File: src/rtl/lsc_led_pkg.sv
// Shared encodings for the LED flash controller: channel modes and channel FSM states.
package lsc_led_pkg;

  typedef enum logic [1:0] {
    MODE_OFF     = 2'b00,
    MODE_ONESHOT = 2'b01,
    MODE_BLINK   = 2'b10,
    MODE_SOLID   = 2'b11
  } mode_e;

  typedef enum logic [1:0] {
    ST_IDLE = 2'b00,
    ST_ON   = 2'b01,
    ST_HOLD = 2'b10
  } state_e;

endpackage

File: src/rtl/lsc_led_chan.sv
// One LED channel: enable synchroniser, flash FSM and ms down-counter driven by the shared tick.
//
//   state   | meaning
//   --------+-----------------------------------------------------------
//   ST_IDLE | waiting for a trigger; SOLID/OFF modes are served from here
//   ST_ON   | LED lit, counting ON_TIME ticks down
//   ST_HOLD | LED dark, counting OFF_TIME ticks of post-flash hold-off
module lsc_led_chan
  import lsc_led_pkg::*;
#(
  parameter int CNT_W        = 16,
  parameter int ON_TIME      = 300,
  parameter int OFF_TIME     = 500,
  parameter int OFF_OVERRIDE = 0
) (
  input  logic       clk,
  input  logic       resetn,
  input  logic       enable_i,
  input  logic       fire_i,
  input  logic [1:0] mode_i,
  input  logic       tick_i,
  output logic       on_o,
  output logic       busy_o
);

  state_e             state_q, state_d;
  mode_e              mode_q, mode_d;
  logic [CNT_W-1:0]   cnt_q, cnt_d;
  logic               ron_q, ron_d;
  logic               en_q;
  logic               busy_q;
  mode_e              mode_in;

  assign mode_in = mode_e'(mode_i);

  always_ff @(posedge clk) begin
    if (!resetn) begin
      en_q    <= 1'b0;
      state_q <= ST_IDLE;
      mode_q  <= MODE_OFF;
      cnt_q   <= '0;
      ron_q   <= 1'b0;
      busy_q  <= 1'b0;
    end else begin
      en_q    <= enable_i;
      state_q <= state_d;
      mode_q  <= mode_d;
      cnt_q   <= cnt_d;
      ron_q   <= ron_d;
      busy_q  <= (state_d != ST_IDLE);
    end
  end

  always_comb begin
    state_d = state_q;
    mode_d  = mode_q;
    cnt_d   = cnt_q;
    ron_d   = ron_q;
    if (!en_q) begin
      state_d = ST_IDLE;
      cnt_d   = '0;
      ron_d   = 1'b0;
    end else begin
      unique case (state_q)
        ST_IDLE: begin
          unique case (mode_in)
            MODE_SOLID: ron_d = fire_i;
            MODE_OFF:   ron_d = 1'b0;
            default: begin
              ron_d = 1'b0;
              if (fire_i) begin
                state_d = ST_ON;
                cnt_d   = CNT_W'(ON_TIME);
                mode_d  = mode_in;
                ron_d   = 1'b1;
              end
            end
          endcase
        end
        ST_ON: begin
          if (cnt_q == '0) begin
            state_d = ST_HOLD;
            cnt_d   = CNT_W'(OFF_TIME);
            ron_d   = 1'b0;
          end else if (tick_i) begin
            cnt_d = cnt_q - CNT_W'(1);
          end
        end
        ST_HOLD: begin
          // Override abort wins over the normal end-of-hold decision.
          if ((OFF_OVERRIDE != 0) && !fire_i) begin
            state_d = ST_IDLE;
            cnt_d   = '0;
          end else if (cnt_q == '0) begin
            if ((mode_q == MODE_BLINK) && fire_i) begin
              state_d = ST_ON;
              cnt_d   = CNT_W'(ON_TIME);
              ron_d   = 1'b1;
            end else begin
              state_d = ST_IDLE;
            end
          end else if (tick_i) begin
            cnt_d = cnt_q - CNT_W'(1);
          end
        end
        default: begin
          state_d = ST_IDLE;
          cnt_d   = '0;
          ron_d   = 1'b0;
        end
      endcase
    end
  end

  assign on_o   = ron_q;
  assign busy_o = busy_q;

endmodule

File: src/rtl/lsc_led_con_mc.sv
// Multi-channel LED flash controller: shared 1 ms prescaler feeding NUM_CH independent channels.
module lsc_led_con_mc
  import lsc_led_pkg::*;
#(
  parameter int NUM_CH       = 4,
  parameter int CLK_FREQ     = 27000,
  parameter int ON_TIME      = 300,
  parameter int OFF_TIME     = 500,
  parameter int CNT_W        = 16,
  parameter int OFF_OVERRIDE = 0
) (
  input  logic                clk,
  input  logic                resetn,
  input  logic [NUM_CH-1:0]   i_enable,
  input  logic [NUM_CH-1:0]   i_fire,
  input  logic [2*NUM_CH-1:0] i_mode,
  output logic [NUM_CH-1:0]   o_on,
  output logic [NUM_CH-1:0]   o_busy
);

  localparam int PW = (CLK_FREQ > 1) ? $clog2(CLK_FREQ) : 1;

  if (NUM_CH < 1 || NUM_CH > 16) begin : g_bad_num_ch
    $error("lsc_led_con_mc: NUM_CH out of range 1..16");
  end
  if (ON_TIME < 1 || ON_TIME > (2 ** CNT_W) - 1) begin : g_bad_on_time
    $error("lsc_led_con_mc: ON_TIME does not fit CNT_W");
  end
  if (OFF_TIME < 1 || OFF_TIME > (2 ** CNT_W) - 1) begin : g_bad_off_time
    $error("lsc_led_con_mc: OFF_TIME does not fit CNT_W");
  end

  logic [PW-1:0]     presc_q, presc_d;
  logic              tick;
  logic [NUM_CH-1:0] r_on;

  assign tick    = (presc_q == PW'(CLK_FREQ - 1));
  assign presc_d = tick ? '0 : presc_q + PW'(1);

  always_ff @(posedge clk) begin
    if (!resetn) presc_q <= '0;
    else         presc_q <= presc_d;
  end

  for (genvar n = 0; n < NUM_CH; n++) begin : g_ch
    lsc_led_chan #(
      .CNT_W        (CNT_W),
      .ON_TIME      (ON_TIME),
      .OFF_TIME     (OFF_TIME),
      .OFF_OVERRIDE (OFF_OVERRIDE)
    ) u_chan (
      .clk      (clk),
      .resetn   (resetn),
      .enable_i (i_enable[n]),
      .fire_i   (i_fire[n]),
      .mode_i   (i_mode[2*n +: 2]),
      .tick_i   (tick),
      .on_o     (r_on[n]),
      .busy_o   (o_busy[n])
    );
  end

  // Raw enable gates the drive so a disable darkens the LED without waiting a clock.
  assign o_on = r_on & i_enable;

endmodule

File: config.mk
export PLATFORM = sky130hd
export DESIGN_NAME = lsc_led_con_mc
export DESIGN_NICKNAME = d
export VERILOG_FILES = /design/src/rtl/lsc_led_pkg.sv /design/src/rtl/lsc_led_chan.sv /design/src/rtl/lsc_led_con_mc.sv
export SDC_FILE = /design/constraint.sdc
export NUM_CORES = 1
export LEC_CHECK = 0
export ABC_AREA = 1
export CORE_AREA = 2 2 96 168
export DETAILED_ROUTE_END_ITERATION = 6
export DIE_AREA = 0 0 98 170
export GPL_TIMING_DRIVEN = 0
export HOLD_SLACK_MARGIN = 0.06
export SYNTH_ARGS = -nofsm -noshare
export SYNTH_HDL_FRONTEND = slang
export SYNTH_HIERARCHICAL = 1
export SYNTH_SLANG_ARGS = --single-unit
File: constraint.sdc
create_clock -name clk -period 2.35 [get_ports clk]
set_input_delay 0.47 -clock clk [delete_from_list [all_inputs] [get_ports clk]]
set_output_delay 0.47 -clock clk [all_outputs]
set_load 0.01 [all_outputs]
== Word level (Yosys, flattened, before mapping) ==
Cells that the tools add are included.

* Word-level logic and storage cells: 198
* Register bits: 107
* Input port bits: 18

* Bitwise gates (word level): 6
* Multiplexer cells: 80
* Reductions and logical operators: 41
* Add/sub/neg operators: 5
* Equal/unequal tests: 41

{| class="wikitable"
|+ Operator list
! kind !! number
|-
| two-way mux 16 bit || 24
|-
| one-hot mux 16 bit (3 select lines) || 4
|-
| logical NOT 16 bit || 4
|-
| subtractor 16 x 1 -> 16 bit (second input constant) || 4
|-
| two-way mux 2 bit || 20
|-
| equality test 2 bit (second input constant) || 12
|-
| != test 2 x 1 -> 1 bit (second input constant) || 12
|-
| one-hot mux 2 bit (3 select lines) || 4
|-
| AND reduction 3 bit || 8
|-
| two-way mux 1 bit || 20
|-
| logical NOT 2 bit || 8
|-
| != test 2 bit (second input constant) || 8
|-
| AND reduction 4 bit || 4
|-
| adder 15 x 1 -> 15 bit (second input constant) || 1
|-
| equality test 15 bit (second input constant) || 1
|-
| != test 3 bit (second input constant) || 4
|-
| one-hot mux 1 bit (3 select lines) || 4
|-
| OR reduction 2 bit || 5
|-
| equality test 2 x 1 -> 1 bit (second input constant) || 4
|-
| one-hot mux 1 bit (2 select lines) || 4
|-
| AND reduction 2 bit || 4
|-
| nonzero test 2 bit || 4
|-
| NOT 1 bit || 5
|-
| AND 4 bit || 1
|-
| logical AND 1 bit || 4
|}

== Logic depth before layout (Yosys ltp) ==
* Depth after elaboration: 7
* Gate-level depth with buffers: 16
* Mapped depth without buffers: 16

== Modules after synthesis ==
The synthesis kept the hierarchy.

{| class="wikitable"
|+ By module, submodules not included
! module !! instances !! cells each !! area an instance (µm²)
|-
| lsc_led_chan at g_ch[0].u_chan ... || 3 || 236 || 1465.2
|-
| lsc_led_chan at g_ch[3].u_chan || 1 || 241 || 1526.5
|-
| lsc_led_con_mc || 1 || 137 || 860.8
|}

== Worst setup path after synthesis ==
OpenSTA, ideal clock, no wires.

* Kind: reg-to-reg
* Start point: register presc_q[0]
* End point: register g_ch[0].u_chan.cnt_q[10]
* Data required time: 2.233 ns
* Period minus slack after synthesis: 2.249 ns
* Path slack: 0.101 ns
* Stages on the path, launching flop included: 14
* Arrival: 2.132 ns
* Cells stage by stage: dfxtp_1 ha_1 inv_1 nor2_1 nand3_1 nor2_1 buf_4 nand2_2 nor3_1 nand2_1 nor2_2 nand3_1 o21ai_0 nor2_1

* Longest elaborated chain between the ends: 4

{| class="wikitable"
|+ Ends and longest elaborated chain
! item !! line !! text
|-
| from (decl) || lsc_led_con_mc.sv:33 || <nowiki>logic [PW-1:0] presc_q, presc_d;</nowiki>
|-
| from (signal assigned) || lsc_led_con_mc.sv:42 || <nowiki>else presc_q <= presc_d;</nowiki>
|-
| equality test 15 bit (*) || lsc_led_con_mc.sv:37 || <nowiki>assign tick = (presc_q == PW'(CLK_FREQ - 1));</nowiki>
|-
| net tick || lsc_led_con_mc.sv:34 || <nowiki>logic tick;</nowiki>
|-
| two-way mux 16 bit (*) || - ||
|-
| two-way mux 16 bit (on tied branches) || - ||
|-
| one-hot mux 16 bit (3 select lines) (*) || - ||
|-
| to (signal assigned) || lsc_led_chan.sv:48 || <nowiki>cnt_q <= cnt_d;</nowiki>
|-
| to (decl) || lsc_led_chan.sv:28 || <nowiki>logic [CNT_W-1:0] cnt_q, cnt_d;</nowiki>
|}

Mark *: on every way through the listed nets, which the timed path passes. The rest lies on a longest branch.
A chain may end at the register's enable or synchronous reset.

== Final worst setup path ==
* Start point: register presc_q[0]
* End point: register g_ch[3].u_chan.cnt_q[14]

* Longest elaborated chain between the ends: 4

{| class="wikitable"
|+ Ends and longest elaborated chain
! item !! line
|-
| equality test 15 bit (*) || lsc_led_con_mc.sv:37
|-
| net tick || lsc_led_con_mc.sv:34
|-
| two-way mux 16 bit (*) || -
|-
| two-way mux 16 bit (on tied branches) || -
|-
| one-hot mux 16 bit (3 select lines) (*) || -
|-
| to (signal assigned) || lsc_led_chan.sv:48
|-
| to (decl) || lsc_led_chan.sv:28
|}

Marked as above.

==> run metrics <==
Synth Net Count 1117; max frequency 462 MHz; share of layout cells above drive strength 1 10.0%; Initial Utilization 44.5%; First-pass DRT Iterations 4; final worst slack 0.183 ns; Leak Pwr 3.30 nW; RSZ-0062 raised after global routing false; sequential-to-total area share from yosys stat 31.6%; Critical Path Sink g_ch[3].u_chan/cnt_q[14]; HP Class register to register; DIE AREA 16700 um2; port bufs 25; Post-Route WL 16900 um; Routed WL per cell 12.9 um; CTS tree done; Internal 2.83 mW; Area growth, synth to finish 13.2%; Final Hold Viols 0; flops & latches, synth 107; CTS Buf Count 9; final RePlAce weighted congestion 0.908; dpl ws -0.660 ns; Clock Path Buffers 2; Clock Skew 0.0118 ns; post-route cell area 7670 um2; Critical Path AT 2.38 ns; DP Area 7270 um2; crit path kind register to register; max cap viols 0; drt via density 5.09; DPL Wire Length 13300 um; CTS root buf clkbuf_16; Synth Cell Area 6780 um2; first-pass GRT wire length 28700 um; Slew Limit Fails 0; crit path from presc_q[0]; Tightest Pin Transition 0.819 ns; drt drc 0; critical path fanouts, max 6; Seq pwr share 49.4%; Final ANT Viol Nets 0; final worst-path cycle share 92.2%; clk_lat worst skew 0.35 ns; H-tree level count 3; row cnt 60; Synth Area per Inst 6.25 um2; Layout fillers 1651; cell area power density 492 nW/um2; Mapped Cells 1086; clk slew on worst S/H paths 0.07 ns; die width 98 um; Die Y 170 um; VDD IR max 0.000256 V; Net Sw Frac 25.0%; slew margin rel. 45.3%; Core Box Area 15200 um2; I/O pin cnt 26; clock share of power 40.2%; required time of the critical path 2.56 ns; drt initial violations 225; Ys Warns 6; Psw 0.945 mW; largest net degree at the start of global routing 20; cell depth of the worst flop-to-flop path 17; GRT Total Usage 20.7%; Netlist cell types 35; Critical Path Sink Type register; RR Startpoint presc_q[0]; status finished, final reports clean; hold slack 0.451 ns; # setup viols final 0; TNS Setup 0 ns; Comb power frac 10.4%; initial antenna violation count 0; RR Endpoint g_ch[3].u_chan/cnt_q[14]; Min Clock Period, post-route 2.17 ns; r2r setup slk 0.18 ns; vias 6677; most frequent cells in the layout 314 x nand2_1, 156 x nor2_1, 144 x inv_1, 105 x dfxtp_1, 81 x nand3_1; Final #Nets 1154; vias in the first global route 6422; CTS sink cnt 107; commonest non-fill, non-tap cell in the layout nand2_1; global route total overflow 0; Post-Route Utilization 50.4%; CP startpoint kind register; number of diodes 0
-- repair_timing --
action / CTS / global route
hold buffers: 0 / 0
setup buffers: 1 / 0
gates resized for setup: 6 / 25
setup endpoints to repair: 51 / 34
pin swaps: 1 / 2
hold endpoints to repair: 0 / 0
-- layout make-up --
cell class                      instances  area (um2)  share of cell area [%]
Tap cell                              186         233                    3.03
Inverter                              150         563                    7.34
Multi-Input combinational cell        817        4080                    53.1
Clock inverter                          4        51.3                   0.668
Timing Repair Buffer                   26         264                    3.44
Sequential cell                       107        2150                    28.0
Clock buffer                           11         243                    3.16
Buffer                                 12        98.8                    1.29
-- critical path, stage by stage, from the launching register on --
cell	delay (ns)
dfxtp_4	0.37
ha_4	0.16
inv_1	0.04
nor2_1	0.10
nand3_2	0.11
nor2_4	0.20
buf_6	0.15
nand2_1	0.08
inv_1	0.06
nand2_1	0.10
inv_1	0.10
nand2_1	0.11
nor2_2	0.18
nand2_1	0.07
nand2_1	0.06
nand2_1	0.04
nand2_1	0.07
a21oi_2	0.05
-- metrics by stage --
step	total power [mW]	cells
after floorplan	2.17	1086
after global placement	2.30	1297
after detailed placement	2.30	1297
after CTS	3.84	1313
after global routing	3.94	1313
final	3.77	1313
-- synthesized netlist by cell type (all sizes together) --
cell type,count,area share (%)
a21oi,76,6.1
nand3,84,6.3
o21ai,38,2.8
mux2i,3,0.44
inv,150,8.3
nand3b,1,0.11
nand2,342,20
o2111ai,1,0.13
nand4,24,3.1
dfxtp,107,32
ha,13,2.4
buf,8,1.2
xor2,15,1.9
and3,1,0.092
clkbuf,4,0.22
o211ai,7,0.77
nor2,189,12
a31oi,4,0.37
or2,2,0.18
nor3,8,0.59
xnor2,2,0.26
nor4,3,0.28
o21bai,4,0.44
-- power groups by stage --
stage          Combinational [mW]  Sequential [mW]  Clock, mW
6_report                    0.392             1.87       1.52
5_1_grt                     0.441             1.87       1.63
4_1_cts                     0.393             1.86       1.58
3_5_place_dp                0.392             1.91          0
3_3_place_gp                0.391             1.91          0
2_1_floorplan               0.268             1.90          0
-- how the worst min path moves through the flow --
stage	start	end	slack, ns	depth (start not counted)
after floorplan	g_ch[0].u_chan/mode_q[1]	g_ch[0].u_chan/mode_q[1]	0.42	2
after global placement	g_ch[2].u_chan/mode_q[1]	g_ch[2].u_chan/mode_q[1]	0.43	2
after detailed placement	g_ch[2].u_chan/mode_q[1]	g_ch[2].u_chan/mode_q[1]	0.44	2
after CTS	g_ch[2].u_chan/mode_q[1]	g_ch[2].u_chan/mode_q[1]	0.45	2
after global routing	presc_q[0]	presc_q[0]	0.47	1
final	presc_q[0]	presc_q[0]	0.45	1
-- logic make-up (layout without fill, tap and decap cells) --
family                   after synthesis  in the layout  synth area share, %
AND/OR/NAND/NOR                      654            654                 43.0
buffers and inverters                162            203                 9.76
multiplexers                           3              3                0.443
XOR/XNOR                              17             17                 2.20
AO/OA/AOI/OAI                        130            130                 10.6
flip-flops                           107            107                 31.6
adder cells (fa/ha/maj)               13             13                 2.40
-- metal layers --
metal / share of wire [%] / GRT usage (%) / vias up / routed length, um
met4: 2.4 / 8.51 / 0 / 402
met2: 57 / 42.6 / 73 / 9720
met3: 1.4 / 1.56 / 27 / 239
met1: 39 / 20.8 / 3072 / 6580
li1: - / - / 3505 / -
met5: 0 / 0 / - / 0
-- sequential cells by signal, indices dropped and copies added (netlist names) --
register and flops:
presc_q 15, g_ch.u_chan/en_q 4, g_ch.u_chan/state_q 8, g_ch.u_chan/mode_q 8, g_ch.u_chan/on_o 4, g_ch.u_chan/cnt_q 64
g_ch.u_chan/busy_o 4
Power figures use the tool's default switching activity.
